## src/rtl/pkt_requester.sv

```systemverilog
// Request/packet sequencer: issues one ID per request, checks the returned
// header/footer against it and repacks pairs of 256-bit data words into 512-bit beats.
module pkt_requester #(
   parameter int unsigned DATA_WORDS_PER_PACKET = 64,
   parameter logic [31:0] FIRST_REQ_ID          = 32'd0
) (
   input  logic         clk,
   input  logic         resetn,
   input  logic         start,
   input  logic [31:0]  req_count,
   output logic         busy,
   output logic         done,
   output logic [31:0]  AXIS_RQ_TDATA,
   output logic         AXIS_RQ_TVALID,
   input  logic         AXIS_RQ_TREADY,
   input  logic [255:0] AXIS_PK_TDATA,
   input  logic         AXIS_PK_TVALID,
   output logic         AXIS_PK_TREADY,
   output logic [511:0] AXIS_OUT_TDATA,
   output logic         AXIS_OUT_TVALID,
   input  logic         AXIS_OUT_TREADY,
   output logic [15:0]  hdr_errors,
   output logic [15:0]  ftr_errors
);

   // state    | meaning
   // IDLE     | waiting for start
   // SEND_REQ | request ID offered on RQ stream
   // WAIT_HDR | waiting for packet header
   // RECV_HI  | capturing upper half of next OUT beat
   // RECV_LO  | capturing lower half, loading OUT beat
   // WAIT_FTR | waiting for footer and for the last OUT beat to drain
   typedef enum logic [2:0] {IDLE, SEND_REQ, WAIT_HDR, RECV_HI, RECV_LO, WAIT_FTR} state_t;

   localparam int CW = $clog2(DATA_WORDS_PER_PACKET + 1);
   localparam logic [CW-1:0] LAST_CNT = CW'(DATA_WORDS_PER_PACKET);

   state_t         state_q, state_d;
   logic           busy_q, busy_d;
   logic           done_q, done_d;
   logic           rq_valid_q, rq_valid_d;
   logic [31:0]    next_id_q, next_id_d;
   logic [31:0]    expected_id_q, expected_id_d;
   logic [31:0]    remaining_q, remaining_d;
   logic [CW-1:0]  word_cnt_q, word_cnt_d;
   logic [255:0]   hi_q, hi_d;
   logic [511:0]   out_data_q, out_data_d;
   logic           out_valid_q, out_valid_d;
   logic [15:0]    hdr_err_q, hdr_err_d;
   logic [15:0]    ftr_err_q, ftr_err_d;
   logic           ftr_seen_q, ftr_seen_d;

   logic           pk_ready;
   logic           pk_hs, rq_hs, out_hs;
   logic [CW-1:0]  cnt_plus2;

   assign cnt_plus2 = word_cnt_q + CW'(2);

   always_comb begin
      pk_ready = 1'b0;
      case (state_q)
         WAIT_HDR, RECV_HI: pk_ready = 1'b1;
         RECV_LO:           pk_ready = !out_valid_q || AXIS_OUT_TREADY;
         WAIT_FTR:          pk_ready = !ftr_seen_q;
         default:           pk_ready = 1'b0;
      endcase
   end

   assign pk_hs  = pk_ready && AXIS_PK_TVALID;
   assign rq_hs  = rq_valid_q && AXIS_RQ_TREADY;
   assign out_hs = out_valid_q && AXIS_OUT_TREADY;

   always_comb begin
      state_d       = state_q;
      done_d        = 1'b0;
      rq_valid_d    = rq_valid_q;
      next_id_d     = next_id_q;
      expected_id_d = expected_id_q;
      remaining_d   = remaining_q;
      word_cnt_d    = word_cnt_q;
      hi_d          = hi_q;
      out_data_d    = out_data_q;
      out_valid_d   = out_valid_q;
      hdr_err_d     = hdr_err_q;
      ftr_err_d     = ftr_err_q;
      ftr_seen_d    = ftr_seen_q;

      if (out_hs) out_valid_d = 1'b0;

      case (state_q)
         IDLE: begin
            if (start) begin
               if (req_count == 32'd0) begin
                  done_d = 1'b1;
               end else begin
                  remaining_d = req_count;
                  rq_valid_d  = 1'b1;
                  state_d     = SEND_REQ;
               end
            end
         end
         SEND_REQ: begin
            if (rq_hs) begin
               expected_id_d = next_id_q;
               next_id_d     = next_id_q + 32'd1;
               rq_valid_d    = 1'b0;
               state_d       = WAIT_HDR;
            end
         end
         WAIT_HDR: begin
            if (pk_hs) begin
               if (AXIS_PK_TDATA[31:0] != expected_id_q && hdr_err_q != 16'hFFFF)
                  hdr_err_d = hdr_err_q + 16'd1;
               word_cnt_d = '0;
               state_d    = RECV_HI;
            end
         end
         RECV_HI: begin
            if (pk_hs) begin
               hi_d    = AXIS_PK_TDATA;
               state_d = RECV_LO;
            end
         end
         RECV_LO: begin
            if (pk_hs) begin
               out_data_d  = {hi_q, AXIS_PK_TDATA};
               out_valid_d = 1'b1;
               word_cnt_d  = cnt_plus2;
               state_d     = (cnt_plus2 == LAST_CNT) ? WAIT_FTR : RECV_HI;
            end
         end
         WAIT_FTR: begin
            if (pk_hs) begin
               if (AXIS_PK_TDATA[31:0] != expected_id_q && ftr_err_q != 16'hFFFF)
                  ftr_err_d = ftr_err_q + 16'd1;
               remaining_d = remaining_q - 32'd1;
               ftr_seen_d  = 1'b1;
            end
            // leave only once the footer is in and no OUT beat is still pending
            if ((ftr_seen_q || pk_hs) && (!out_valid_q || out_hs)) begin
               ftr_seen_d = 1'b0;
               if (remaining_d == 32'd0) begin
                  state_d = IDLE;
                  done_d  = 1'b1;
               end else begin
                  state_d    = SEND_REQ;
                  rq_valid_d = 1'b1;
               end
            end
         end
         default: state_d = IDLE;
      endcase

      busy_d = (state_d != IDLE);
   end

   always_ff @(posedge clk or negedge resetn) begin
      if (!resetn) begin
         state_q       <= IDLE;
         busy_q        <= 1'b0;
         done_q        <= 1'b0;
         rq_valid_q    <= 1'b0;
         next_id_q     <= FIRST_REQ_ID;
         expected_id_q <= '0;
         remaining_q   <= '0;
         word_cnt_q    <= '0;
         hi_q          <= '0;
         out_data_q    <= '0;
         out_valid_q   <= 1'b0;
         hdr_err_q     <= '0;
         ftr_err_q     <= '0;
         ftr_seen_q    <= 1'b0;
      end else begin
         state_q       <= state_d;
         busy_q        <= busy_d;
         done_q        <= done_d;
         rq_valid_q    <= rq_valid_d;
         next_id_q     <= next_id_d;
         expected_id_q <= expected_id_d;
         remaining_q   <= remaining_d;
         word_cnt_q    <= word_cnt_d;
         hi_q          <= hi_d;
         out_data_q    <= out_data_d;
         out_valid_q   <= out_valid_d;
         hdr_err_q     <= hdr_err_d;
         ftr_err_q     <= ftr_err_d;
         ftr_seen_q    <= ftr_seen_d;
      end
   end

   assign busy            = busy_q;
   assign done            = done_q;
   assign AXIS_RQ_TDATA   = next_id_q;
   assign AXIS_RQ_TVALID  = rq_valid_q;
   assign AXIS_PK_TREADY  = pk_ready;
   assign AXIS_OUT_TDATA  = out_data_q;
   assign AXIS_OUT_TVALID = out_valid_q;
   assign hdr_errors      = hdr_err_q;
   assign ftr_errors      = ftr_err_q;

endmodule

```

## config.mk

```make
export PLATFORM = sky130hd
export DESIGN_NAME = pkt_requester
export DESIGN_NICKNAME = d
export VERILOG_FILES = /design/src/rtl/pkt_requester.sv
export SDC_FILE = /design/constraint.sdc
export NUM_CORES = 2
export LEC_CHECK = 0
export CAP_MARGIN = 20
export CORE_MARGIN = 2
export CORE_UTILIZATION = 31
export CTS_BUF_LIST = sky130_fd_sc_hd__clkbuf_4
export DETAILED_ROUTE_END_ITERATION = 16
export REMOVE_ABC_BUFFERS = 1
export SETUP_SLACK_MARGIN = 0.4
export SLEW_MARGIN = 10
export SYNTH_ARGS = -nofsm -noshare
export SYNTH_HDL_FRONTEND = slang
export SYNTH_SLANG_ARGS = --single-unit
```

## constraint.sdc

```tcl
create_clock -name clk -period 3.7 [get_ports clk]
set_input_delay 0.74 -clock clk [delete_from_list [all_inputs] [get_ports clk]]
set_output_delay 0.74 -clock clk [all_outputs]
set_load 0.005 [all_outputs]
```

---- Word-level counts from Yosys, hierarchy flattened ----
Cells that the tools add are included.
word-level totals
  flip-flop bits (word level) ............. 911
  latch bits .............................. 0
  memory bits (writable) .................. 0
  memory bits (read-only) ................. 0
  bits of input ports ..................... 294
  output and inout bits ................... 581
  memories kept ........................... 0
operators by class
  add/sub/neg operators ................... 5
  multipliers ............................. 0
  div/mod/pow operators ................... 0
  $lt $le $gt $ge ......................... 0
  eq/ne operators ......................... 16
  shift operators ......................... 0
  muxes and demuxes ....................... 35
  bitwise logic cells ..................... 0
  reduce and logical (&&, ||, !) cells .... 29
operators with widths
  operator                                            count
  2-to-1 mux 32 bit                                   4
  zero test 32 bit                                    2
  one-hot mux 32 bit (2 select lines)                 1
  adder 16 x 1 -> 16 bit, second input constant       2
  adder 32 x 1 -> 32 bit, second input constant       1
  != test 16 bit, second input constant               2
  != test 32 bit                                      1
  subtractor 32 x 1 -> 32 bit, second input constant  1
  2-to-1 mux 3 bit                                    8
  one-hot mux 3 bit (6 select lines)                  1
  2-to-1 mux 1 bit                                    15
  2-to-1 mux 7 bit                                    2
  != test 2 bit, second input constant                7
  one-hot mux 7 bit (2 select lines)                  1
  AND reduction 3 bit                                 4
  AND reduction 2 bit                                 4
  adder 7 x 2 -> 7 bit, second input constant         1
  == test 7 bit, second input constant                1
  == test 3 x 2 -> 1 bit, second input constant       2
  == test 3 bit, second input constant                2
  logical AND 1 bit                                   6
  one-hot mux 1 bit (3 select lines)                  2
  AND reduction 6 bit                                 1
  nonzero test 2 bit                                  3
  7 further kinds                                     11

---- Depth between registers and ports, before layout ----
  word-level depth ........................ 11
  gate-level depth with buffers ........... 12

---- Worst setup path before layout ----
Ideal clock, no wire load.
  kind .................................... reg-to-reg
  start ................................... reg state_q[2]
  end ..................................... reg done_q, in the netlist done
  arrival time ............................ 3.119 ns
  required time ........................... 3.622 ns
  path slack .............................. 0.502 ns
  cell stages (with the launch flop) ...... 12
  period minus slack after synthesis ...... 3.198 ns
  path through ............................ dfrtp_1 clkbuf_1 inv_1 ha_1 nand2b_1 clkbuf_1 nor4_1 xor2_1 nor4b_1 nand4_1 or4_1 a21oi_1
on the way
  longest elaborated chain between the ends .. 10
  elaborated cells on any way between the ends .. 16
RTL lines
  item                                  line  RTL
  start: declaration                    38    state_t state_q, state_d;
  start signal: assignment              174   state_q <= state_d;
  == test 3 x 2 -> 1 bit                61    case (state_q)
  OR reduction 2 bit                    61
  one-hot mux 1 bit (3 select lines)    61
  logical AND 1 bit                     69    assign pk_hs = pk_ready && AXIS_PK_TVALID;
  2-to-1 mux 32 bit                     133   if (pk_hs) begin
  2-to-1 mux 32 bit                     90    case (state_q)
  zero test 32 bit                      142   if (remaining_d == 32'd0) begin
  2-to-1 mux 1 bit                      142
  2-to-1 mux 1 bit                      140   if ((ftr_seen_q || pk_hs) && (!out_valid_q || out_hs)) begin
  one-hot mux 1 bit (2 select lines) *  90
  via done_d                            40    logic done_q, done_d;
  end signal: assignment                176   done_q <= done_d;
  end: declaration                      40
The timed path passes the listed nets; every way through them passes the cells marked *. The select of a mux whose other input is x is not followed.
A chain may end at the register's enable or synchronous reset.

---- Worst setup path after layout ----
  start ................................... reg remaining_q[2]
  end ..................................... reg done_q, in the netlist done
on the way
  longest elaborated chain between the ends .. 7
RTL lines
  item                                  line  RTL
  start: declaration                    44    logic [31:0] remaining_q, remaining_d;
  start signal: assignment              180   remaining_q <= remaining_d;
  subtractor 32 x 1 -> 32 bit           136   remaining_d = remaining_q - 32'd1;
  2-to-1 mux 32 bit *                   133
  2-to-1 mux 32 bit *                   90
  zero test 32 bit *                    142
  2-to-1 mux 1 bit *                    142
  2-to-1 mux 1 bit *                    140
  one-hot mux 1 bit (2 select lines) *  90
  via done_d                            40
Marks and branches as above.

==> flow_metrics.py <==
metrics = {
    "synthesis": {
        "synthTopCellsByCount": "1608 x nand2_1, 910 x dfrtp_1, 290 x mux2_2",
        "synth_area_leaders": "dfrtp_1 62%, nand2_1 17%, mux2_2 9.0%, clkbuf_1 1.8%, xnor2_1 1.7%",
        "synth-xor-area-share_pct": 2.55,
        "synth_top_area_share_pct": 62.5,
        "synth.most_common_cell": "nand2_1",
        "synth_simple_gate_area_share_pct": 20.8,
        "yosysWarningCount": 0,
        "async_flop_share_pct": 100,
        "synth_fa_ha_area_share_pct": 0.240,
        "synth_cells": 3561,
        "netlist.top_cell.by_area": "dfrtp_1",
        "synthDistinctLibCells": 64,
        "synth_mux_area_share_pct": 8.99,
        "syn-cell-area_sq_um": 36500,
        "synth_top_family_by_area": "simple AND/OR/NAND/NOR gates",
        "ys_seq_area_share_pct": 62.5,
        "yosys_register_bits": 910,
        "synth_ff_type": "dfrtp_1",
        "synth_compound_area_share_pct": 2.78,
        "synth_edf_count": 0,
        "synth.avg_cell_area_sq_um": 10.2,
    },
    "timing": {
        "final.setup.tns_ps": 0,
        "whs_ps": 180,
        "hold_viol_final": 0,
        "finalMaxSlewViolations": 0,
        "min_period_over_period_pct": 84.0,
        "worst_slew_pin_slew_ps": 833,
        "fmax_mhz": 322,
        "slew_headroom_pct": 44.4,
        "grt_setup_unrepaired": "false",
        "period_minus_slack_ps": 3110,
        "finalClockSkew_ps": 132,
        "setup_viol": 0,
    },
    "placement": {
        "place.gp.congestion": 0.917,
        "io_buffers": 874,
        "dpl.hpwl_um": 86200,
    },
    "critical_path": {
        "worstSetupPathType": "flop to flop",
        "r2r_cells": 8,
        "cp.arrival_ps": 4050,
        "start_kind": "flop",
        "regToRegSetupSlack_ps": 590,
        "end_kind": "flop",
        "r2r-end": "done",
        "reg2reg_from": "remaining_q[2]",
        "crit_fanout": 10,
        "worstPathRequired_ps": 4640,
    },
    "pwr": {
        "power.total_mw": 34.4,
        "p_clk_share_pct": 26.9,
        "sequentialPowerShare_pct": 44.5,
        "combPwrFrac_pct": 28.6,
        "leakage_nw": 24.6,
        "power_density_nw_per_um2": 674,
        "p_int_mw": 24.0,
        "swShare_pct": 30.4,
        "switching_power_mw": 10.5,
        "ir_drop_mv": 0.299,
    },
    "clock_tree": {
        "cts_buffers": 274,
        "clk_pin_slew_ps": 70,
        "cts_tree": "done",
        "cts.htree.levels": 5,
        "ctsLongestPathBuffers": 4,
        "clock-sinks": 910,
        "clock_insertion_delay_worst_skew_ps": 1130,
        "root_buffer": "clkbuf_4",
    },
    "finish": {
        "final_layout_size_suffix_gt1_share_pct": 17.6,
        "syn2layout_area_growth_pct": 40.1,
        "fin_util_pct": 43.9,
        "nets": 4948,
    },
    "drt": {
        "via_per_inst": 4.64,
        "vias": 29437,
        "ant_nets": 0,
        "routed_wirelength_um": 120000,
        "drt_iter0_drc": 1681,
        "drc_errors": 0,
        "wl_per_cell_um": 18.9,
        "drtPass1Iterations": 5,
    },
    "min_path": {
        "holdPathEnd": "AXIS_OUT_TDATA[78]",
        "holdCritPathClass": "input pin to flop",
        "hold_depth": 3,
        "hp-start": "AXIS_PK_TDATA[78]",
    },
    "global_routing": {
        "grt_use_total_pct": 19.7,
        "antenna_found_initial": 28,
        "grt_pass1_vias": 30015,
        "grt_start_max_net_pins": 95,
        "grt_pass1_wl_um": 183000,
        "grt-ovfl-total": 0,
    },
    "floorplan": {
        "die_h_um": 347,
        "dieArea_sq_um": 120000,
        "num_rows": 125,
        "core_region_area_sq_um": 116000,
        "io_pins": 875,
        "die_w_um": 347,
        "initial_core_util_pct": 31.3,
    },
    "flow_run": {
        "max_cap_violations": 0,
    },
    "outcome": {
        "status": "complete, no violations",
    },
}
## critical path, cell delays in order (launching register included)
cell,delay [ps]
dfrtp_1,540
or3_1,550
nor4_1,330
nand2_1,130
or3_1,330
a211oi_1,260
nand4_1,200
or4_1,470
a21oi_2,120
## cell usage in the layout, fill, tap and decap left out, types with 6 or more instances in the layout
master           netlist  routed
nand2_1             1608    1606
dfrtp_1              910     908
clkdlybuf4s50_1        0     872
clkbuf_4               0     386
mux2_2               290     290
buf_4                  1      82
nor2_1                81      78
xnor2_1               72      72
a21oi_1               55      53
nand3_1               44      44
o21ai_0               43      43
clkinv_1               0      37
buf_12                 0      36
xor2_1                34      34
nor4_1                30      30
nand4_1               26      26
nor3_1                25      23
inv_1                 17      17
diode_2                0      11
o22ai_1               11      11
and3_1                11      11
or3_1                 10      10
nand2b_1               8       7
or4_1                  7       7
ha_1                   7       7
clkinv_2               0       7
a211oi_1               6       6
o22a_1                 6       6
## cells by family (layout without fill, tap and decap cells)
group,Yosys count,count (layout)
AND/OR/NAND/NOR,1881,1881
AO/OA/AOI/OAI,161,161
multiplexers,291,291
XOR/XNOR,106,106
adder cells (fa/ha/maj),7,7
other,0,11
buffers and inverters,205,1455
flip-flops,910,910
## what timing repair did
action,in CTS,in global routing
buffers inserted,5,5
endpoints found under the hold margin,51,0
gates resized for setup,8,9
pin swaps,2,4
hold buffers,3,0
endpoints found under the setup margin,1,4
## area by class of cell
type	instances	area, sq um
Clock inverter	54	300
Clock buffer	386	2900
Multi-Input combinational cell	2446	13000
Timing Repair Buffer	998	10100
Sequential cell	910	22800
Fill cell	11327	65300
Tap cell	1524	1910
Inverter	17	63.8
Antenna cell	11	27.5
## layer usage
metal  wire length (um)  GRT usage [%]  vias up
met5                 58              0        -
met4               3470           7.44        8
met3               9800           6.88      236
met2              58000           32.4     1022
met1              48500           23.6    14323
li1                   -              -    13848
## power by group through the flow
stage	Clock, mW	Sequential [mW]	Combinational [mW]
global route	10.2	15.7	10.8
global placement	0	15.3	9.71
CTS	9.66	15.3	9.92
detailed placement	0	15.5	9.84
floorplan	0	15.0	4.20
finish	9.27	15.3	9.84
## worst max-delay path by stage
stage / start / endpoint / slack (ps)
floorplan: state_q[2] / hi_q[0] / -16860
global placement: AXIS_OUT_TREADY / busy / 170
detailed placement: AXIS_OUT_TREADY / done / 160
CTS: state_q[1] / AXIS_PK_TREADY / 450
global route: remaining_q[1] / state_q[0] / 430
finish: remaining_q[2] / done / 590
## stage by stage
stage | area [sq um] | setup WS, ps | std cells
floorplan | 35700 | -16860 | 3373
global route | 51100 | 433 | 6346
finish | 51100 | 591 | 6346
CTS | 51000 | 453 | 6330
detailed placement | 47700 | 163 | 5882
global placement | 47700 | 166 | 5882
## flip-flops by register name, summed over array words and instances (netlist names)
| signal | cells |
|---|---|
| AXIS_OUT_TDATA | 512 |
| AXIS_OUT_TVALID | 1 |
| AXIS_RQ_TDATA | 32 |
| AXIS_RQ_TVALID | 1 |
| busy | 1 |
| done | 1 |
| expected_id_q | 32 |
| ftr_errors | 16 |
| ftr_seen_q | 1 |
| hdr_errors | 16 |
| hi_q | 256 |
| remaining_q | 32 |
| state_q | 3 |
| word_cnt_q | 6 |
No activity file was read; power rests on OpenSTA's default activity.
